File: config.mk
export PLATFORM = sky130hd
export DESIGN_NAME = sync_fifo_ctl
export DESIGN_NICKNAME = d
export VERILOG_FILES = /design/src/rtl/fifo_pkg.sv /design/src/rtl/sync_fifo_ctl_sdp_ram.sv /design/src/rtl/sync_fifo_ctl.sv
export SDC_FILE = /design/constraint.sdc
export NUM_CORES = 1
export LEC_CHECK = 0
export BUFFER_PORTS_ARGS = -buffer_cell sky130_fd_sc_hd__buf_2
export CAP_MARGIN = 10
export CORE_ASPECT_RATIO = 1.5
export CORE_MARGIN = 4
export CORE_UTILIZATION = 55
export CTS_BUF_LIST = sky130_fd_sc_hd__clkbuf_16
export CTS_CLUSTER_SIZE = 10
export DETAILED_ROUTE_END_ITERATION = 7
export PLACE_DENSITY = 0.77
export SETUP_SLACK_MARGIN = 0.4
export SLEW_MARGIN = 30
export SYNTH_ARGS = -nofsm -noshare
export SYNTH_HDL_FRONTEND = slang
export SYNTH_SLANG_ARGS = --single-unit
File: constraint.sdc
create_clock -name clk -period 1.85 [get_ports clk]
set_input_delay 0.2775 -clock clk [delete_from_list [all_inputs] [get_ports clk]]
set_output_delay 0.2775 -clock clk [all_outputs]
set_load 0.03 [all_outputs]
File: src/rtl/fifo_pkg.sv
// Shared constants and default threshold helpers for the synchronous FIFO family.
package fifo_pkg;

  localparam int FIFO_MODE_STD  = 0;
  localparam int FIFO_MODE_FWFT = 1;

  function automatic int default_af_level(input int addr_width);
    return (1 << addr_width) - 2;
  endfunction

  // Shallow FIFOs cannot honour a threshold of 2, so clamp below depth.
  function automatic int default_ae_level(input int addr_width);
    return ((1 << addr_width) > 3) ? 2 : (1 << addr_width) - 1;
  endfunction

endpackage

File: src/rtl/sync_fifo_ctl_sdp_ram.sv
// Simple dual-port RAM with a registered read port; a read colliding with a
// write to the same address returns the old contents.
module sdp_ram #(
  parameter int DATA_WIDTH = 16,
  parameter int ADDR_WIDTH = 4
) (
  input  logic                  clk,
  input  logic                  we,
  input  logic [ADDR_WIDTH-1:0] waddr,
  input  logic [DATA_WIDTH-1:0] wdata,
  input  logic                  re,
  input  logic [ADDR_WIDTH-1:0] raddr,
  output logic [DATA_WIDTH-1:0] rdata
);

  logic [DATA_WIDTH-1:0] mem [2**ADDR_WIDTH];

  always_ff @(posedge clk) begin
    if (we) mem[waddr] <= wdata;
    if (re) rdata <= mem[raddr];
  end

endmodule

File: src/rtl/sync_fifo_ctl.sv
// Single-clock FIFO controller: pointers, occupancy, registered flags, sticky
// errors and an optional first-word-fall-through prefetch stage.
module sync_fifo_ctl
  import fifo_pkg::*;
#(
  parameter int DATA_WIDTH = 16,
  parameter int ADDR_WIDTH = 4,
  parameter int FWFT       = FIFO_MODE_STD,
  parameter int AF_LEVEL   = default_af_level(ADDR_WIDTH),
  parameter int AE_LEVEL   = default_ae_level(ADDR_WIDTH)
) (
  input  logic                  clk,
  input  logic                  rst,
  input  logic                  clr,
  input  logic                  we,
  input  logic [DATA_WIDTH-1:0] d,
  input  logic                  re,
  output logic [DATA_WIDTH-1:0] q,
  output logic                  empty,
  output logic                  full,
  output logic                  almost_empty,
  output logic                  almost_full,
  output logic [ADDR_WIDTH:0]   level,
  output logic                  overflow,
  output logic                  underflow
);

  localparam int DEPTH = 2**ADDR_WIDTH;
  localparam logic [ADDR_WIDTH:0] DEPTH_L = (ADDR_WIDTH+1)'(DEPTH);
  localparam logic [ADDR_WIDTH:0] AF_L    = (ADDR_WIDTH+1)'(AF_LEVEL);
  localparam logic [ADDR_WIDTH:0] AE_L    = (ADDR_WIDTH+1)'(AE_LEVEL);
  localparam logic [ADDR_WIDTH:0] ONE_L   = (ADDR_WIDTH+1)'(1);
  localparam logic                AF_RST  = (AF_LEVEL == 0);

  if (AF_LEVEL > DEPTH || AE_LEVEL >= DEPTH) begin : g_param_check
    $error("sync_fifo_ctl: AF_LEVEL must be <= DEPTH and AE_LEVEL < DEPTH");
  end

  logic [ADDR_WIDTH-1:0] waddr, raddr;
  logic [ADDR_WIDTH:0]   level_nxt;
  logic [DATA_WIDTH-1:0] rdata;
  logic                  wr_ok, rd_ok, ram_re;

  assign wr_ok = we & ~full;
  assign rd_ok = re & ~empty;

  always_comb begin
    level_nxt = level;
    if (wr_ok && !rd_ok)      level_nxt = level + ONE_L;
    else if (rd_ok && !wr_ok) level_nxt = level - ONE_L;
  end

  always_ff @(posedge clk or posedge rst) begin
    if (rst) begin
      waddr        <= '0;
      raddr        <= '0;
      level        <= '0;
      full         <= 1'b0;
      almost_empty <= 1'b1;
      almost_full  <= AF_RST;
      overflow     <= 1'b0;
      underflow    <= 1'b0;
    end else if (clr) begin
      waddr        <= '0;
      raddr        <= '0;
      level        <= '0;
      full         <= 1'b0;
      almost_empty <= 1'b1;
      almost_full  <= AF_RST;
      overflow     <= 1'b0;
      underflow    <= 1'b0;
    end else begin
      if (wr_ok)  waddr <= waddr + ADDR_WIDTH'(1);
      if (ram_re) raddr <= raddr + ADDR_WIDTH'(1);
      level        <= level_nxt;
      full         <= (level_nxt == DEPTH_L);
      almost_empty <= (level_nxt <= AE_L);
      almost_full  <= (level_nxt >= AF_L);
      if (we && full)  overflow  <= 1'b1;
      if (re && empty) underflow <= 1'b1;
    end
  end

  sdp_ram #(
    .DATA_WIDTH(DATA_WIDTH),
    .ADDR_WIDTH(ADDR_WIDTH)
  ) u_ram (
    .clk  (clk),
    .we   (wr_ok),
    .waddr(waddr),
    .wdata(d),
    .re   (ram_re),
    .raddr(raddr),
    .rdata(rdata)
  );

  if (FWFT == FIFO_MODE_FWFT) begin : g_fwft
    logic                  pend, out_valid;
    logic [DATA_WIDTH-1:0] out_reg;
    logic [ADDR_WIDTH:0]   ram_cnt;

    // Words still sitting in RAM, excluding the in-flight read and the head.
    assign ram_cnt = level - {{ADDR_WIDTH{1'b0}}, out_valid} - {{ADDR_WIDTH{1'b0}}, pend};
    // Only fetch when the output register is guaranteed free at the load edge.
    assign ram_re  = (ram_cnt != '0) & ~pend & (~out_valid | rd_ok);

    always_ff @(posedge clk or posedge rst) begin
      if (rst) begin
        pend      <= 1'b0;
        out_valid <= 1'b0;
        out_reg   <= '0;
      end else if (clr) begin
        pend      <= 1'b0;
        out_valid <= 1'b0;
        out_reg   <= '0;
      end else begin
        pend <= ram_re;
        if (pend) begin
          out_reg   <= rdata;
          out_valid <= 1'b1;
        end else if (rd_ok) begin
          out_valid <= 1'b0;
        end
      end
    end

    assign empty = ~out_valid;
    assign q     = out_reg;
  end else begin : g_std
    logic rd_valid, empty_r;

    assign ram_re = rd_ok;

    always_ff @(posedge clk or posedge rst) begin
      if (rst) begin
        rd_valid <= 1'b0;
        empty_r  <= 1'b1;
      end else if (clr) begin
        rd_valid <= 1'b0;
        empty_r  <= 1'b1;
      end else begin
        if (rd_ok) rd_valid <= 1'b1;
        empty_r <= (level_nxt == '0);
      end
    end

    // RAM output is unreset, so mask it until the first accepted read.
    assign empty = empty_r;
    assign q     = rd_valid ? rdata : '0;
  end

endmodule

# [After elaboration in Yosys (flattened, before gate mapping)]
# Memory sizes are Yosys's and may differ from the RTL's. A register that Yosys moved wholly into a read port is not among the register bits.
# Cells that the tools add are included.
[classes] bitwise_logic=4 shift=0 magnitude_cmp=2 n_mul=0 div_mod_pow=0 n_mux=20 n_reduce_logical=11 n_eq_ne=1 addsub=4
[op_table] cell="16-bit 2-to-1 mux" count=1
[op_table] cell="4-bit 2-to-1 mux" count=4
[op_table] cell="5-bit 2-to-1 mux" count=3
[op_table] cell="1-bit 2-to-1 mux" count=12
[op_table] cell="4-bit by 1-bit adder with 4-bit output, second input constant" count=2
[op_table] cell="2-bit nonzero test" count=4
[op_table] cell="5-bit by 1-bit adder with 5-bit output, second input constant" count=1
[op_table] cell="5-bit equality test, second input constant" count=1
[op_table] cell="5-bit by 4-bit greater-or-equal comparator with 1-bit output, second input constant" count=1
[op_table] cell="5-bit by 2-bit less-or-equal comparator with 1-bit output, second input constant" count=1
[op_table] cell="5-bit zero test" count=1
[op_table] cell="5-bit by 1-bit subtractor with 5-bit output, second input constant" count=1
[op_table] cell="1-bit logical AND" count=4
[op_table] cell="1-bit bitwise AND" count=2
[op_table] cell="1-bit zero test" count=2
[op_table] cell="1-bit NOT" count=2
[word_totals] out_inout_bits=27 word_cells=53 ramBits=256 register_bits=20 latchBits=0 inputBits=21 rom_bits=0 mem_count=1
[mem_list] name="u_ram.mem" words=16 word_bits=16 rd=1 rd_clocked_by_memory_dff=1 write_ports=1 line_no="sync_fifo_ctl_sdp_ram.sv:16" text="logic [DATA_WIDTH-1:0] mem [2**ADDR_WIDTH];"

# [Longest topological paths before layout]
# Gate-level depths: netlist of run 1.
[logic_depth] ltp_word=8 mapped_depth=7 ltp_nobuf=7

# [By module]
# A second synthesis of run 1 with hierarchy kept.
[unflattened] cells_unflattened=556 hier_area_um2=11392.2
[by_module_without_submodules] mod="sdp_ram" seq_area_each_um2=8167.8 cells_each=432 instances=1 area_per_inst_um2=10203.5
[by_module_without_submodules] mod="sync_fifo_ctl" seq_area_each_um2=503.0 cells_each=124 instances=1 area_per_inst_um2=1188.6

# [Worst setup path before layout of run 1]
# OpenSTA, ideal clock, no wires.
[synth_path] kind="flip-flop to flip-flop" start="reg g_std.empty_r, in the netlist empty" end="reg almost_full" n_path_buf=1 t_required_ns=1.747 path_stages_with_launch=7 synth_period_minus_slack_ns=2.021 arrival_ns=1.917 setup_slack_ns=-0.171 setup_ns=0.103 cell_sequence="dfstp_2 -> nand2b_1 -> buf_6 -> inv_4 -> or4_1 -> and4_1 -> o41ai_2"
[synth_via] elab_chain_cells=7 elab_cells_between_ends=9 classes_between="order compare (1); mux (3); bitwise (2); reduce/logical (3)"
[synth_lines] element="start, declared" line_no="sync_fifo_ctl.sv:130" text="logic rd_valid, empty_r;"
[synth_lines] element="start signal, assigned" line_no="sync_fifo_ctl.sv:143" text="empty_r <= (level_nxt == '0);"
[synth_lines] element="1-bit NOT *" line_no="sync_fifo_ctl.sv:45" text="assign rd_ok = re & ~empty;"
[synth_lines] element="1-bit bitwise AND *" line_no="sync_fifo_ctl.sv:45"
[synth_lines] element="via ram_re" line_no="sync_fifo_ctl.sv:42" text="logic wr_ok, rd_ok, ram_re;"
[synth_lines] element="1-bit logical AND / 1-bit zero test (equally long branches)" line_no="sync_fifo_ctl.sv:50, sync_fifo_ctl.sv:49"
[synth_lines] element="5-bit 2-to-1 mux / 1-bit logical AND (equally long branches)" line_no="sync_fifo_ctl.sv:50, sync_fifo_ctl.sv:49"
[synth_lines] element="5-bit 2-to-1 mux *" line_no="sync_fifo_ctl.sv:49" text="if (wr_ok && !rd_ok) level_nxt = level + ONE_L;"
[synth_lines] element="5-bit by 4-bit greater-or-equal comparator with 1-bit output *" line_no="sync_fifo_ctl.sv:78" text="almost_full <= (level_nxt >= AF_L);"
[synth_lines] element="1-bit 2-to-1 mux *" line_no="sync_fifo_ctl.sv:63" text="end else if (clr) begin"
[synth_lines] element="end signal, assigned" line_no="sync_fifo_ctl.sv:78"
[synth_lines] element="end, declared" line_no="sync_fifo_ctl.sv:22" text="output logic almost_full,"
# Mark *: on every way through the listed nets, which the timed path passes. The rest lies on a longest branch.
# A chain may end at the register's enable or synchronous reset.

==> run metrics, run 1 <==
DRT iter0 DRCs 933; Pwr Density 1060 mW/mm^2; # Max-Cap Violations 0; hold wc startpoint we; Post-DP HPWL 13.4 mm; Yosys cell types 41; drt total wl 31.8 mm; CP max FO 8; maximum clock frequency 0.476 GHz; register area 0.00868 mm^2; status finished, violations left; Clock Latency Late Sink 0.51 ns; largest net degree at the start of global routing 27; fin. max-slew vios 0; Avg Inst Size Synth 22.1 um^2; die area 0.0234 mm^2; CP max stage delay 0.54 ns; hold path cells 3; remaining global-route overflow 0; nets 716; Rel. slew slack 53.6%; DR vias 6,359; Worst Slack Setup Final -0.251 ns; Final ANT Viol Nets 0; Seq cells post-synth 292; # port buffers 47; number of synthesized flops with an enable pin 272; Final min period 2.10 ns; # fillers 1,092; R2R cell count 4; Root Buffer clkbuf_16; Reg2Reg Setup Slack -0.25 ns; Longest Clk Path Bufs 3; Async S/R FF share, synth 6.85%; Yosys top cell by area edfxtp_1; hold endpoint overflow; main combinational cell family by area after synthesis multiplexers; Avg WL per Cell 32.7 um; peak supply drop 0.838 mV; initial antenna violation count 0; count of non-filler cells in the finished layout 971; Initial Util 56.2%; worst slack at placement -0.181 ns; Final Hold Slack 0.0965 ns; P_leak 5.24 nW; row count 64; Hold WC Path Type input pin to flop; Hold Fails Final Rpt 0; adder-cell area share of the yosys netlist 0.761%; io pins 48; Syn Nets 550; ranking of synthesized cells by area edfxtp_1 (71%), mux4_2 (13%), dfrtp_1 (3.9%); Synth top area share 70.9%; RR Startpoint raddr[0]; Top FF cell, synth edfxtp_1; delay-heaviest family, CP multiplexers; CTS sink cnt 292; worst slew pin tran 0.696 ns; RSZ-0062 raised after global routing true; failing checks negative setup slack; number of global-route vias before repair 6,578; RePlAce Congestion 0.787; Post-Syn Instances 522; total track usage 27.1%; sequential fraction of the synthesis area 75.3%; share of layout cells above drive strength 1 49.4%; multiplexer share of the synthesized area 16.2%; die height 185 um; required time worst endpoint 2.09 ns; Fin Clk Skew 0.0190 ns; CTS tree done; CTS buffer count 35; compound-cell area share of the yosys netlist 0.989%; Avg Vias per Cell 6.55; WP data arrival 2.34 ns; first-pass GRT wire length 45.3 mm; xor/xnor share of the synthesized area 0.761%; simple-gate share of the synthesized area 3.86%; yosys warns 0; ANT cells 0; crit path launch type flop; RR Endpoint u_ram.rdata[14]; placed inst area 0.0124 mm^2; crit path cell chain buf_12 -> buf_12 -> mux4_2 -> mux4_2; core area 0.0205 mm^2; critical path type flop to flop; dpl cells 842; Synth-to-Final Area Change 31.5%; Multi-input gate area 0.00289 mm^2; DR pass1 iterations 5; DRC viols 0; CP Buf/Inv Count 2; Reg clk slew, reported paths 0.06 ns; Die Span X 126 um; htree depth 2; Worst path slowest cell mux4_2; fin crit share 114%; CP Capture Type flop; Cell Area, Synth 0.0115 mm^2; Final Setup Violations 16; Design Area, Final 0.0151 mm^2
==> registers in the layout, summed over array words and instances (netlist names), 4 cells and up <==
name,cells
u_ram.mem,256
waddr,4
level,5
u_ram.rdata,16
raddr,4
==> where the power goes <==
| group | internal, W | leakage [nW] | total (W) | switching [W] |
|---|---|---|---|---|
| clock network | 0.00350 | 0.550 | 0.00609 | 0.00259 |
| logic | 0.00126 | 1.97 | 0.00235 | 0.00110 |
| registers | 0.00743 | 2.72 | 0.00754 | 0.000106 |
==> cells in the final DEF (no fill, tap or decap), drive strengths merged, types with 2 or more instances in the layout <==
master	count
edfxtp	272
nor2b	2
xor2	5
ha	7
nand4	3
nand2	11
nand2b	2
or4	2
o211ai	2
nor3	3
buf	146
dfstp	2
and2	32
dfrtp	18
and3	4
inv	31
a21oi	4
xnor2	5
nor2	21
clkbuf	41
mux4	80
==> cell usage after synthesis, types with 2 or more instances <==
| library cell | instances |
|---|---|
| clkbuf_1 | 3 |
| buf_12 | 3 |
| ha_1 | 7 |
| mux4_2 | 67 |
| xnor2_1 | 5 |
| buf_2 | 6 |
| nor3_1 | 3 |
| nor2_1 | 21 |
| nand2_1 | 11 |
| o211ai_1 | 2 |
| dfrtp_1 | 18 |
| edfxtp_1 | 272 |
| nor2b_1 | 2 |
| and3_1 | 4 |
| inv_1 | 11 |
| dfstp_2 | 2 |
| a21oi_1 | 4 |
| mux4_1 | 13 |
| buf_4 | 3 |
| nand2b_1 | 2 |
| nand4_1 | 3 |
| and2_1 | 32 |
| clkbuf_4 | 2 |
| xor2_1 | 5 |
| buf_6 | 4 |
| or4_1 | 2 |
==> cell families after synthesis <==
kind of cell | count (synthesis)
buffers and inverters | 35
AO/OA/AOI/OAI | 14
multiplexers | 81
flip-flops | 292
XOR/XNOR | 10
adder cells (fa/ha/maj) | 7
AND/OR/NAND/NOR | 83
==> per-stage QoR <==
step / util, % / total power [W] / TNS, ns
floorplan: - / 0.00869 / -1.28
global placement: 60.6 / 0.00904 / -1.67
detailed placement: 60.6 / 0.00911 / -2.15
CTS: 72.3 / 0.0156 / -2.79
global route: 73.9 / 0.0165 / -3.63
finish: 73.9 / 0.0160 / -3.11
==> worst max-delay path by stage <==
stage | depth (start not counted) | end | startpoint
2_1_floorplan | 6 | almost_full | empty
3_3_place_gp | 3 | u_ram.rdata[2] | raddr[0]
3_5_place_dp | 3 | u_ram.rdata[4] | raddr[0]
4_1_cts | 4 | u_ram.rdata[8] | raddr[0]
5_1_grt | 4 | u_ram.rdata[14] | raddr[0]
6_report | 4 | u_ram.rdata[14] | raddr[0]
==> worst min-delay path, delay by kind of cell <==
family / cells / cell delay, ns
AO/OA/AOI/OAI: 1 / 0.07
buffers and inverters: 1 / 0.13
AND/OR/NAND/NOR: 1 / 0.07
==> layer usage <==
layer / up-vias / share of wire, % / GRT usage, %
li1: 2482 / - / -
met5: - / 0 / 0
met1: 3337 / 34 / 34.2
met2: 452 / 54 / 48.8
met3: 88 / 7.5 / 3.29
met4: 0 / 4.1 / 9.45
==> repair_timing <==
item / in CTS / in global routing
hold buffers: 1 / 0
pin swaps: 23 / 21
buffers inserted: 49 / 9
endpoints found under the setup margin: 302 / 320
cloned: 11 / 3
resized for setup: 126 / 44
endpoints found under the hold margin: 12 / 0
==> layout make-up <==
| type | instances | area share, % |
|---|---|---|
| Clock buffer | 36 | 5.95 |
| Clock inverter | 20 | 0.645 |
| Inverter | 12 | 0.397 |
| Multi-Input combinational cell | 195 | 19.1 |
| Sequential cell | 292 | 57.3 |
| Tap cell | 264 | 2.18 |
| Timing Repair Buffer | 152 | 14.4 |
Note: power is estimated with default switching activity, not from simulation.
==> run 2: changes to the inputs <==
--- a/config.mk
+++ b/config.mk
@@ -9,11 +9,11 @@
 export CAP_MARGIN = 10
 export CORE_ASPECT_RATIO = 1.5
 export CORE_MARGIN = 4
-export CORE_UTILIZATION = 55
+export CORE_UTILIZATION = 60
 export CTS_BUF_LIST = sky130_fd_sc_hd__clkbuf_16
 export CTS_CLUSTER_SIZE = 10
 export DETAILED_ROUTE_END_ITERATION = 7
-export PLACE_DENSITY = 0.77
+export PLACE_DENSITY = 0.8
 export SETUP_SLACK_MARGIN = 0.4
 export SLEW_MARGIN = 30
 export SYNTH_ARGS = -nofsm -noshare
==> constraint.sdc (replaced) <==
create_clock -name clk -period 2.3 [get_ports clk]
set_input_delay 0.345 -clock clk [delete_from_list [all_inputs] [get_ports clk]]
set_output_delay 0.345 -clock clk [all_outputs]
set_load 0.03 [all_outputs]
==> run 2 against run 1 <==
Effect of this change:
- the run now ends clean
- final cell count decreased by 6.2%
- largest power group unchanged
- clock skew decreased by 0.0028 ns
- highest routed layer unchanged
- sequential share of layout area rose by 5.7 points
- global-route usage decreased by 0.95 points
- sequential power shrank 20%
==> run metrics, run 2 (synthesis gave the netlist of run 1 again) <==
status finished clean; first-pass GRT wire length 39.6 mm (-13%); worst slack at placement 0.238 ns (+0.419 ns); maximum clock frequency 0.463 GHz (-2.7%); most flop-heavy register u_ram.mem; core area 0.0187 mm^2 (-8.8%); Pwr Density 885 mW/mm^2 (-16%); Avg Vias per Cell 6.47 (-1.2%); number of global-route vias before repair 6,047 (-8.1%); htree depth 2 (unchanged); Longest Clk Path Bufs 3 (unchanged); CTS sink cnt 292 (unchanged); Fin Clk Skew 0.0162 ns (-0.00282 ns); Hold WC Path Type input pin to flop; DR vias 5,897 (-7.3%); Root Buffer clkbuf_16; CP Buf/Inv Count 3 (+1); largest net degree at the start of global routing 50 (+85%); Die Span X 121 um (-4.0%); # fillers 989 (-9.4%); fin crit share 93.9% (-20 points); # Max-Cap Violations 0 (unchanged); Final min period 2.16 ns (+0.0574 ns); Reg clk slew, reported paths 0.06 ns (about the same); Final ANT Viol Nets 0 (unchanged); most used cell, CP mux4_2; Final Setup Violations 0 (-16); required time worst endpoint 2.54 ns (+0.45 ns); die height 178 um (-4.1%); peak supply drop 0.695 mV (-17%); WP data arrival 2.40 ns (+0.06 ns); critical path type flop to flop; worst slew pin tran 0.793 ns (+0.0967 ns); drt total wl 28.0 mm (-12%); crit path launch type flop; Worst path slowest cell dfrtp_4; Avg WL per Cell 30.8 um (-6.0%); CP Capture Type flop; Hold Fails Final Rpt 0 (unchanged); ANT cells 0 (unchanged); CP max stage delay 0.52 ns (-0.02 ns); RePlAce Congestion 0.760 (-3.5%); Post-DP HPWL 13.2 mm (-1.9%); Clock Latency Late Sink 0.50 ns (about the same); Design Area, Final 0.0138 mm^2 (-9.1%); most frequent cells in the layout edfxtp_1 (272), mux4_2 (77), buf_2 (47), clkbuf_16 (38), buf_4 (32); initial antenna violation count 0 (unchanged); DRC viols 0 (unchanged); CTS buffer count 35 (unchanged); Worst Slack Setup Final 0.141 ns (+0.393 ns); Pwr Total 0.0122 W (-24%); CP max FO 5 (-3); setup_tns 0 ns (+3.11 ns); DRT iter0 DRCs 751 (-20%); total track usage 26.1% (-0.95 points); Synth-to-Final Area Change 19.5%; delay-heaviest family, CP multiplexers; fin. max-slew vios 0 (unchanged); DR pass1 iterations 5 (unchanged); CTS tree done; P_leak 4.72 nW (-9.9%); crit path cell chain buf_6 -> buf_12 -> buf_16 -> mux4_2 -> mux4_2; biggest regs u_ram.mem (256), u_ram.rdata (16), level (5); Initial Util 61.6% (+5.4 points); io pins 48 (unchanged); placed inst area 0.0123 mm^2 (-1.2%); max reg flops 256 (unchanged); die area 0.0215 mm^2 (-7.9%); row count 61 (-4.7%); Reg2Reg Setup Slack 0.14 ns (+0.39 ns); RSZ-0062 raised after global routing true; # port buffers 47 (unchanged); Rel. slew slack 47.1% (-6.5 points); nets 675 (-5.7%); commonest non-fill, non-tap cell in the layout edfxtp_1; remaining global-route overflow 0 (unchanged); share of layout cells above drive strength 1 39.5% (-9.9 points)
## run 2: cell count changes in the layout (fill, tap and decap cells not counted), sizes merged
cell    before  now
buf        146  106
clkbuf      41   38
inv         31   26
## run 2: timing repair
| action | 4_1_cts | 5_1_grt |
|---|---|---|
| hold buffers | 1 | 0 |
| cloned | 4 | 4 |
| endpoints found under the setup margin | 31 | 169 |
| hold endpoints to repair | 2 | 0 |
| pin swaps | 0 | 4 |
| setup buffers | 13 | 15 |
| resized for setup | 13 | 21 |
## run 2: layout make-up
type,instances,area [um^2],share of cell area (%)
clock buffers,35,876,6.36
clock inverters,14,62.6,0.455
repair inverters,1,11.3,0.0818
repair buffers,110,1100,8.02
inverters,12,71.3,0.518
flip-flops and latches,292,8680,63.1
well taps,252,315,2.29
multi-input cells,195,2640,19.2
## run 2: path summary, 6_finish.rpt
check / start / end / cells after the start
max: raddr[0] / u_ram.rdata[6] / 5
min: we / overflow / 3
max reg2reg: raddr[0] / u_ram.rdata[6] / 5
min reg2reg: overflow / overflow / 2
max in group asynchronous: rst / raddr[0] / 3
min in group asynchronous: rst / raddr[0] / 3
## run 2: routing by layer
| metal | track usage (%) | vias up | part of all wire, % |
|---|---|---|---|
| li1 | - | 2393 | - |
| met1 | 34.5 | 3000 | 35 |
| met2 | 43.9 | 416 | 51 |
| met3 | 3.92 | 88 | 9.7 |
| met4 | 11.1 | 0 | 4.5 |
| met5 | 0 | - | 0 |
## run 2: tightest hold or removal path, stage by stage
cell     delay, ns
buf_2         0.10
a21oi_1       0.06
nor2_1        0.09
## run 2: stage by stage
step           cells  hold WS, ns  util, %
5_1_grt          911        0.163     73.6
2_1_floorplan    522        0.307        -
3_5_place_dp     825        0.497     65.6
4_1_cts          892        0.129     72.1
6_report         911        0.138     73.6
3_3_place_gp     825        0.473     65.6
## run 2: where the power goes
| part | switching (W) | total, W | internal [W] |
|---|---|---|---|
| Sequential | 0.0000751 | 0.00606 | 0.00598 |
| Combinational | 0.000762 | 0.00151 | 0.000752 |
| Clock | 0.00190 | 0.00461 | 0.00271 |
| Total | 0.00274 | 0.0122 | 0.00945 |
==> run 3: changes to the inputs <==
==> constraint.sdc (replaced) <==
create_clock -name clk -period 2.3 [get_ports clk]
set_input_delay 0.345 -clock clk [delete_from_list [all_inputs] [get_ports clk]]
set_output_delay 0.345 -clock clk [all_outputs]
set_load 0.1 [all_outputs]
==> run 3 against run 2 <==
Effect of this change:
- the run now ends with negative hold slack left
- global-route usage is 0.52 points lower
- via count is 0.20% higher
- combinational power rose by 14%
- setup slack better by 0.078 ns
- routed wire length decreased by 4.3%
- count of clock-buffer cells in the layout did not move
- utilization shrank 0.51 points
==> run metrics, run 3 (synthesis gave the netlist of run 1 again) <==
crit path launch type flop; required time worst endpoint 2.52 ns (-0.02 ns); DR pass1 iterations 6 (+1); htree depth 2 (unchanged); placed inst area 0.0122 mm^2 (-0.42%); Rel. slew slack 49.8% (+2.7 points); maximum clock frequency 0.481 GHz (+3.7%); largest net degree at the start of global routing 32 (-36%); share of layout cells above drive strength 1 40.2% (+0.76 points); peak supply drop 0.686 mV (-1.2%); CP Capture Type flop; Pwr Density 906 mW/mm^2 (+2.3%); most frequent cells in the layout edfxtp_1 (272), mux4_2 (77), buf_4 (40), clkbuf_16 (35), buf_2 (32); DRC viols 0 (unchanged); RR Endpoint u_ram.rdata[2]; Avg Vias per Cell 6.59 (+1.9%); global routing met3 resource utilization 3.79% (-0.13 points); most flop-heavy register u_ram.mem; Hold Fails Final Rpt 18 (+18); nets 667 (-1.2%); max reg flops 256 (unchanged); switching pwr 0.00298 W (+8.9%); DRT iter0 DRCs 745 (-0.80%); commonest non-fill, non-tap cell in the layout edfxtp_1; die area 0.0215 mm^2 (unchanged); fin. max-slew vios 0 (unchanged); RePlAce Congestion 0.783 (+3.1%); setup_tns 0 ns (unchanged); io pins 48 (unchanged); biggest regs u_ram.mem (256), u_ram.rdata (16), level (5); Final Setup Violations 0 (unchanged); total track usage 25.6% (-0.52 points); DR vias 5,909 (+0.20%); remaining global-route overflow 0 (unchanged); Reg clk slew, reported paths 0.06 ns (about the same); switching share of power 24.1% (+1.6 points); Clock Latency Late Sink 0.48 ns (-0.02 ns); Hold WC Path Type input pin to async pin; ANT cells 0 (unchanged); CTS sink cnt 292 (unchanged); initial antenna violation count 1 (+1); Final Hold Slack -0.00986 ns (-0.148 ns); Clock power frac 37.2% (-0.7 points); die height 178 um (unchanged); Root Buffer clkbuf_16; cts hold-fix bufs 0 (-1); share of power burned in registers 48.9% (-0.8 points); Fin Clk Skew 0.0149 ns (-0.00132 ns); CTS buffer count 35 (unchanged); Final min period 2.08 ns (-0.0780 ns); Synth-to-Final Area Change 18.7%; row count 61 (unchanged); status finished, violations left; P_leak 4.62 nW (-2.1%); CP max FO 12 (+7); Die Span X 121 um (unchanged); met2 usage 43.3% (-0.58 points); Reg2Reg Setup Slack 0.22 ns (+0.08 ns); Int Pwr 0.00940 W (-0.49%); fin crit share 90.5% (-3.4 points); Pwr Total 0.0124 W (+1.6%); Longest Clk Path Bufs 3 (unchanged); critical path type flop to flop; Avg WL per Cell 29.9 um (-2.7%); failing checks negative hold slack; worst slew pin tran 0.752 ns (-0.0407 ns); Post-DP HPWL 13.6 mm (+3.1%); # Max-Cap Violations 0 (unchanged); core area 0.0187 mm^2 (unchanged); first-pass GRT wire length 39.4 mm (-0.52%); WP data arrival 2.30 ns (-0.10 ns); R2R cell count 4 (-1); Combinational Power Share 13.9% (+1.5 points); Final ANT Viol Nets 0 (unchanged); # fillers 981 (-0.81%); RR Startpoint raddr[0]; CTS tree done; Design Area, Final 0.0137 mm^2 (-0.69%); GRT met1 Usage 33.8% (-0.62 points); Initial Util 61.6% (unchanged); # port buffers 47 (unchanged); drt total wl 26.8 mm (-4.3%); RSZ-0062 raised after global routing true; number of global-route vias before repair 6,063 (+0.26%); GR peak layer met2
[run 3: cell count changes in the layout (fill, tap and decap cells not counted), sizes merged]
| cell | previous run | this run |
|---|---|---|
| clkinv | 1 | 0 |
| clkbuf | 38 | 35 |
| buf | 106 | 102 |
| inv | 26 | 20 |
| dlygate4sd3 | 1 | 0 |
[run 3: how the worst max path moves through the flow]
stage | startpoint | depth (start not counted) | slack [ns] | end
finish | raddr[0] | 4 | 0.22 | u_ram.rdata[2]
global route | raddr[0] | 5 | 0.19 | u_ram.rdata[11]
CTS | raddr[0] | 5 | 0.22 | u_ram.rdata[13]
detailed placement | raddr[0] | 3 | 0.17 | u_ram.rdata[5]
global placement | raddr[0] | 3 | 0.21 | u_ram.rdata[5]
floorplan | empty | 6 | 0.17 | almost_full
[run 3: timing repair]
action | in CTS | in global routing
cloned | 6 | 0
endpoints found under the setup margin | 88 | 170
buffers inserted | 15 | 11
resized for setup | 34 | 19
pin swaps | 2 | 6
[run 3: worst max-delay path, cell delays in order (launching register included)]
cell,delay [ns]
dfrtp_4,0.42
buf_12,0.15
buf_12,0.17
mux4_1,0.59
mux4_2,0.48
[run 3: area by class of cell]
cell class	instances	area [um^2]	area share (%)
Sequential cell	292	8690	63.6
Multi-Input combinational cell	195	2670	19.5
Timing Repair Buffer	102	1020	7.45
Clock buffer	35	876	6.41
Tap cell	252	315	2.31
Inverter	12	57.6	0.421
Clock inverter	7	36.3	0.265
Timing Repair inverter	1	8.76	0.0641
[run 3: layer usage]
| layer | part of all wire, % | vias to the layer above |
|---|---|---|
| met5 | 0.056 | - |
| met4 | 4.1 | 2 |
| met3 | 7.1 | 84 |
| met2 | 53 | 363 |
| met1 | 36 | 3102 |
| li1 | - | 2358 |
[run 3: metrics by stage]
stage          utilization, %  cells  setup slack [ns]  hold WS, ns
4_1_cts                  72.3    885             0.220      0.00810
3_3_place_gp             65.4    822             0.212        0.474
3_5_place_dp             65.4    822             0.174        0.485
2_1_floorplan               -    522             0.170        0.307
6_report                 73.1    896             0.219     -0.00986
5_1_grt                  73.1    896             0.189       0.0637
[run 3: power groups by stage]
| stage | sequential, W | combinational [W] | clock [W] |
|---|---|---|---|
| after floorplan | 0.00633 | 0.000918 | 0 |
| after detailed placement | 0.00616 | 0.00140 | 0 |
| after CTS | 0.00604 | 0.00167 | 0.00466 |
| after global placement | 0.00615 | 0.00135 | 0 |
| after global routing | 0.00606 | 0.00180 | 0.00490 |
| final | 0.00605 | 0.00172 | 0.00461 |
